$ cat config.mk
export PLATFORM = sky130hd
export DESIGN_NAME = yx_soe_recorder
export DESIGN_NICKNAME = d
export VERILOG_FILES = /design/src/rtl/yx_soe_recorder.sv
export SDC_FILE = /design/constraint.sdc
export NUM_CORES = 1
export LEC_CHECK = 0
export BUFFER_PORTS_ARGS = -buffer_cell sky130_fd_sc_hd__buf_4
export CAP_MARGIN = 20
export CORE_ASPECT_RATIO = 1.4
export CORE_MARGIN = 2
export CORE_UTILIZATION = 55
export CTS_CLUSTER_SIZE = 40
export DETAILED_ROUTE_END_ITERATION = 6
export PLACE_DENSITY = 0.73
export SKIP_LAST_GASP = 1
export SLEW_MARGIN = 20
export SYNTH_ARGS = -nofsm -noshare
export SYNTH_HDL_FRONTEND = slang
export SYNTH_SLANG_ARGS = --single-unit
export TNS_END_PERCENT = 20
$ cat constraint.sdc
create_clock -name clk_in -period 4.61 [get_ports clk_in]
set_input_delay 0.922 -clock clk_in [delete_from_list [all_inputs] [get_ports clk_in]]
set_output_delay 0.922 -clock clk_in [all_outputs]
set_load 0.05 [all_outputs]
$ cat src/rtl/yx_soe_recorder.sv
// Sequence-of-events recorder for debounced YX inputs: timestamps every state
// change into a small FIFO drained by the CPU, with sticky overflow and IRQ.
module yx_soe_recorder #(
    parameter int YX_WIDTH = 4,
    parameter int DEPTH    = 8,
    parameter int TS_WIDTH = 16,
    parameter int MS_DIV   = 1000
) (
    input  logic                            clk_in,
    input  logic                            rst_n,
    input  logic [YX_WIDTH-1:0]             yx_state,
    input  logic                            rd_pop,
    input  logic                            clr_ts,
    input  logic                            ovf_clr,
    output logic [2*YX_WIDTH+TS_WIDTH-1:0]  rd_data,
    output logic                            rd_valid,
    output logic [$clog2(DEPTH):0]          fifo_cnt,
    output logic                            ovf,
    output logic [TS_WIDTH-1:0]             ts_now,
    output logic                            soe_irq
);

    localparam int AW    = $clog2(DEPTH);
    localparam int CW    = AW + 1;
    localparam int PS_W  = (MS_DIV > 1) ? $clog2(MS_DIV) : 1;
    localparam int REC_W = 2*YX_WIDTH + TS_WIDTH;

    localparam logic [PS_W-1:0] PS_MAX = PS_W'(MS_DIV - 1);
    localparam logic [CW-1:0]   CNT_FULL = CW'(DEPTH);

    logic [PS_W-1:0]     ps;
    logic                tick;
    logic                arm;
    logic [YX_WIDTH-1:0] prev;
    logic                evt;
    logic                empty;
    logic                full;
    logic                pop_ok;
    logic                push_ok;
    logic                drop;
    logic [AW-1:0]       wr_ptr;
    logic [AW-1:0]       rd_ptr;
    logic [REC_W-1:0]    mem [DEPTH];

    assign tick = (ps == PS_MAX);

    always_ff @(posedge clk_in or negedge rst_n) begin
        if (!rst_n) begin
            ps     <= '0;
            ts_now <= '0;
        end else if (clr_ts) begin
            ps     <= '0;
            ts_now <= '0;
        end else if (tick) begin
            ps     <= '0;
            ts_now <= ts_now + TS_WIDTH'(1);
        end else begin
            ps     <= ps + PS_W'(1);
        end
    end

    // The first edge after reset only captures the baseline; changes are
    // reported from the second edge on.
    assign evt = arm && (yx_state != prev);

    always_ff @(posedge clk_in or negedge rst_n) begin
        if (!rst_n) begin
            arm  <= 1'b0;
            prev <= '0;
        end else if (!arm) begin
            arm  <= 1'b1;
            prev <= yx_state;
        end else if (evt) begin
            prev <= yx_state;
        end
    end

    assign empty   = (fifo_cnt == '0);
    assign full    = (fifo_cnt == CNT_FULL);
    assign pop_ok  = rd_pop && !empty;
    assign push_ok = evt && (!full || pop_ok);
    assign drop    = evt && !push_ok;

    always_ff @(posedge clk_in) begin
        if (push_ok) begin
            mem[wr_ptr] <= {yx_state ^ prev, yx_state, ts_now};
        end
    end

    always_ff @(posedge clk_in or negedge rst_n) begin
        if (!rst_n) begin
            wr_ptr   <= '0;
            rd_ptr   <= '0;
            fifo_cnt <= '0;
        end else begin
            if (push_ok) begin
                wr_ptr <= wr_ptr + AW'(1);
            end
            if (pop_ok) begin
                rd_ptr <= rd_ptr + AW'(1);
            end
            if (push_ok && !pop_ok) begin
                fifo_cnt <= fifo_cnt + CW'(1);
            end else if (pop_ok && !push_ok) begin
                fifo_cnt <= fifo_cnt - CW'(1);
            end
        end
    end

    always_ff @(posedge clk_in or negedge rst_n) begin
        if (!rst_n) begin
            ovf <= 1'b0;
        end else if (drop) begin
            ovf <= 1'b1;
        end else if (ovf_clr) begin
            ovf <= 1'b0;
        end
    end

    assign rd_valid = !empty;
    assign rd_data  = empty ? '0 : mem[rd_ptr];
    assign soe_irq  = rd_valid || ovf;

endmodule

==> impl_metrics.env <==
export IMPL_status="completed"
export IMPL_fill_cells=1176
export IMPL_dr_pass1_iters=4
export IMPL_r2r_slack_ns=1.55
export IMPL_rsz0062_at_grt="no"
export IMPL_tightestPinTransition_ns=0.903
export IMPL_total_power_mw=7.17
export IMPL_cts_setup_buffers=0
export IMPL_max_freq_mhz=281
export IMPL_ctsHoldBuffers=0
export IMPL_mostFrequentLayoutCells="edfxtp_1, buf_4, mux4_2"
export IMPL_synth_cell_types=41
export IMPL_yosys_top_cells_area="edfxtp_1, mux4_2, dfrtp_1"
export IMPL_dpl_hpwl_um=10800
export IMPL_critPathMaxFanout=25
export IMPL_cts_resized=0
export IMPL_grt_total_usage_pct=20.7
export IMPL_layout_drive_gt1_share_pct=27.4
export IMPL_final_seq_area_mm2=0.00682
export IMPL_cts_root_buffer="clkbuf_16"
export IMPL_cp_end_kind="output pin"
export IMPL_viasPerCell=6.06
export IMPL_clock_latency_ns=0.49
export IMPL_powerDensity_mw_per_mm2=661
export IMPL_max_stage_delay_ns=0.75
export IMPL_cp_required_ns=3.69
export IMPL_die_w_um=115
export IMPL_slew_viol_final=0
export IMPL_diodes=0
export IMPL_crit_chain="buf_4 > mux4_2 > mux2i_1 > nor2_1 > buf_4"
export IMPL_ant_nets=0
export IMPL_initial_core_util_pct=56.2
export IMPL_antenna_found_initial=0
export IMPL_fin_ws_ns=1.05
export IMPL_avgSynthCellArea_um2=18.0
export IMPL_cp_num_buf_inv=2
export IMPL_setup_tns_ns=0
export IMPL_slew_headroom_pct=39.8
export IMPL_stdcell_count=813
export IMPL_port_buffers=55
export IMPL_vias=4923
export IMPL_yosysSeqAreaShare_pct=72.2
export IMPL_place_ws_ns=0.982
export IMPL_grt_pass1_vias=5294
export IMPL_multiInputGateArea_mm2=0.00249
export IMPL_wl_um=18300
export IMPL_synth_main_ff_cell="edfxtp_1"
export IMPL_postSynthCellCount=525
export IMPL_cp_start_kind="flip-flop"
export IMPL_synth_seq_cells=234
export IMPL_worstSetupEndpoint="rd_data[5]"
export IMPL_leakage_nw=3.91
export IMPL_fin_util_pct=64.5
export IMPL_grt_max_degree=43
export IMPL_clock_path_buffers=3
export IMPL_irDropWorstVdd_mv=0.390
export IMPL_syn_nets=542
export IMPL_startpoint="rd_ptr[0]$_DFFE_PN0P_"
export IMPL_cp_depth=5
export IMPL_crit_top_cell="buf_4"
export IMPL_fin_crit_ns=3.56
export IMPL_rows=56
export IMPL_r2r_start="fifo_cnt[0]$_DFFE_PN0P_"
export IMPL_grt_overflow=0
export IMPL_die_area_mm2=0.0183
export IMPL_reg2reg_depth=10
export IMPL_grt_pass1_wl_um=29000
export IMPL_final_common_cell="edfxtp_1"
export IMPL_fin_crit_sh_pct=77.2
export IMPL_final_nets=612
export IMPL_cp_slowest_cell="dfrtp_4"
export IMPL_fin_skew_ns=0.00813
export IMPL_drt_iter0_markers=277
export IMPL_die_h_um=159
export IMPL_crit_family="flip-flops"
export IMPL_hold_viol=0
export IMPL_worst_r2r_endpoint="fifo_cnt[3]$_DFFE_PN0P_"
export IMPL_dp_cells=774
export IMPL_core_mm2=0.0168
export IMPL_yosys_area_top_type_share_pct=61.0
export IMPL_cts_made_buffers=22
export IMPL_yosysWarningCount=0
export IMPL_syn_cell_area_mm2=0.00945
export IMPL_worstSetupPathType="flip-flop to output pin"
export IMPL_cp_arrival_ns=2.64
export IMPL_remaining_drc_errors=0
export IMPL_finalWeightedCongestion=0.744
export IMPL_setup_viol=0
export IMPL_area_delta_synth_final_pct=14.8
export IMPL_cts_num_sinks=234
export IMPL_synth_async_reset_ratio_pct=17.9
export IMPL_clkTransAtPathRegs_ns=0.06
export IMPL_cts_htree_levels=1
export IMPL_hold_path_class="input port to asynchronous set/reset pin"
export IMPL_yosysTopAreaCell="edfxtp_1"
export IMPL_cap_viol_max_count=0
export IMPL_synth_edff_count=192
export IMPL_wl_per_cell_um=22.6
export IMPL_cts_tree="built"
export IMPL_io_pin_count=56
-- stage by stage --
step,hold slack [ns],area (um2)
2_1_floorplan,0.455,9450
4_1_cts,0.459,10800
3_3_place_gp,0.468,10200
3_5_place_dp,0.486,10200
5_1_grt,0.468,10800
6_report,0.443,10800
-- synthesized netlist by cell type (3+ instances only) --
cell type and count:
and4_1 3, nor2_1 46, clkbuf_1 13, ha_1 7, dfrtp_1 42, nand2_1 15, o31ai_1 3, nand3_1 11
buf_2 9, and3_1 5, edfxtp_1 192, or3_1 9, mux4_2 48, mux2i_1 26, nand4_1 3, nor3_1 7
and2_1 3, o21ai_0 11, xor2_1 6, inv_1 13, a21oi_1 12, mux2_2 3, xnor2_1 16
-- sequential cells by signal, summed over array words and instances (netlist names) --
signal    cells
fifo_cnt      4
rd_ptr        3
prev          4
wr_ptr        3
mem         192
ts_now       16
arm           1
ovf           1
ps           10
-- worst register-to-register path, stage by stage (launching register included) --
cell and delay, ns:
dfrtp_1 0.48, nor4_4 0.30, buf_4 0.37, inv_1 0.16, nand2_1 0.17, ha_1 0.24, inv_1 0.13, ha_1 0.30
a21o_1 0.19, a2111oi_0 0.46, o31ai_1 0.14
-- worst min path at each step --
| stage | startpoint | to | cells after the start |
|---|---|---|---|
| detailed placement | ps[0]$_DFF_PN0_ | ps[0]$_DFF_PN0_ | 1 |
| finish | rst_n | ts_now[14]$_DFFE_PN0P_ | 1 |
| global route | rst_n | ts_now[9]$_DFFE_PN0P_ | 1 |
| global placement | ps[0]$_DFF_PN0_ | ps[0]$_DFF_PN0_ | 1 |
| CTS | rst_n | ts_now[14]$_DFFE_PN0P_ | 1 |
| floorplan | ps[0]$_DFF_PN0_ | ps[0]$_DFF_PN0_ | 1 |
-- layout make-up --
cell class / instances / share of cell area (%)
clock buffer: 32 / 5.80
clock inverter: 7 / 0.554
inverter: 13 / 0.450
multi-input combinational: 254 / 23.0
sequential: 234 / 62.9
tap: 203 / 2.34
timing repair buffer: 70 / 4.96
-- kinds of logic (layout without fill, tap and decap cells) --
group / count (synthesis) / after routing / synth area share, %
flip-flops: 234 / 234 / 72.2
AND/OR/NAND/NOR: 116 / 116 / 6.56
multiplexers: 77 / 77 / 14.6
buffers and inverters: 37 / 122 / 1.71
AO/OA/AOI/OAI: 30 / 30 / 1.79
XOR/XNOR: 22 / 22 / 2.04
adder cells (fa/ha/maj): 8 / 8 / 1.14
other: 1 / 1 / 0.0397
-- per-layer routing --
layer | share of wire, % | vias to the layer above | global-route usage, %
li1 | - | 2183 | -
met1 | 40 | 2549 | 28.1
met4 | 2.2 | 0 | 5.31
met2 | 52 | 158 | 35.0
met3 | 5.8 | 33 | 3.77
met5 | 0 | - | 0
-- power by group --
part | internal, mW | total (mW) | switching [mW]
Combinational | 1.00 | 2.59 | 1.59
Sequential | 2.58 | 2.85 | 0.271
Clock | 1.00 | 1.72 | 0.722
Total | 4.59 | 7.17 | 2.58
(Power assumes the default switching activity.)
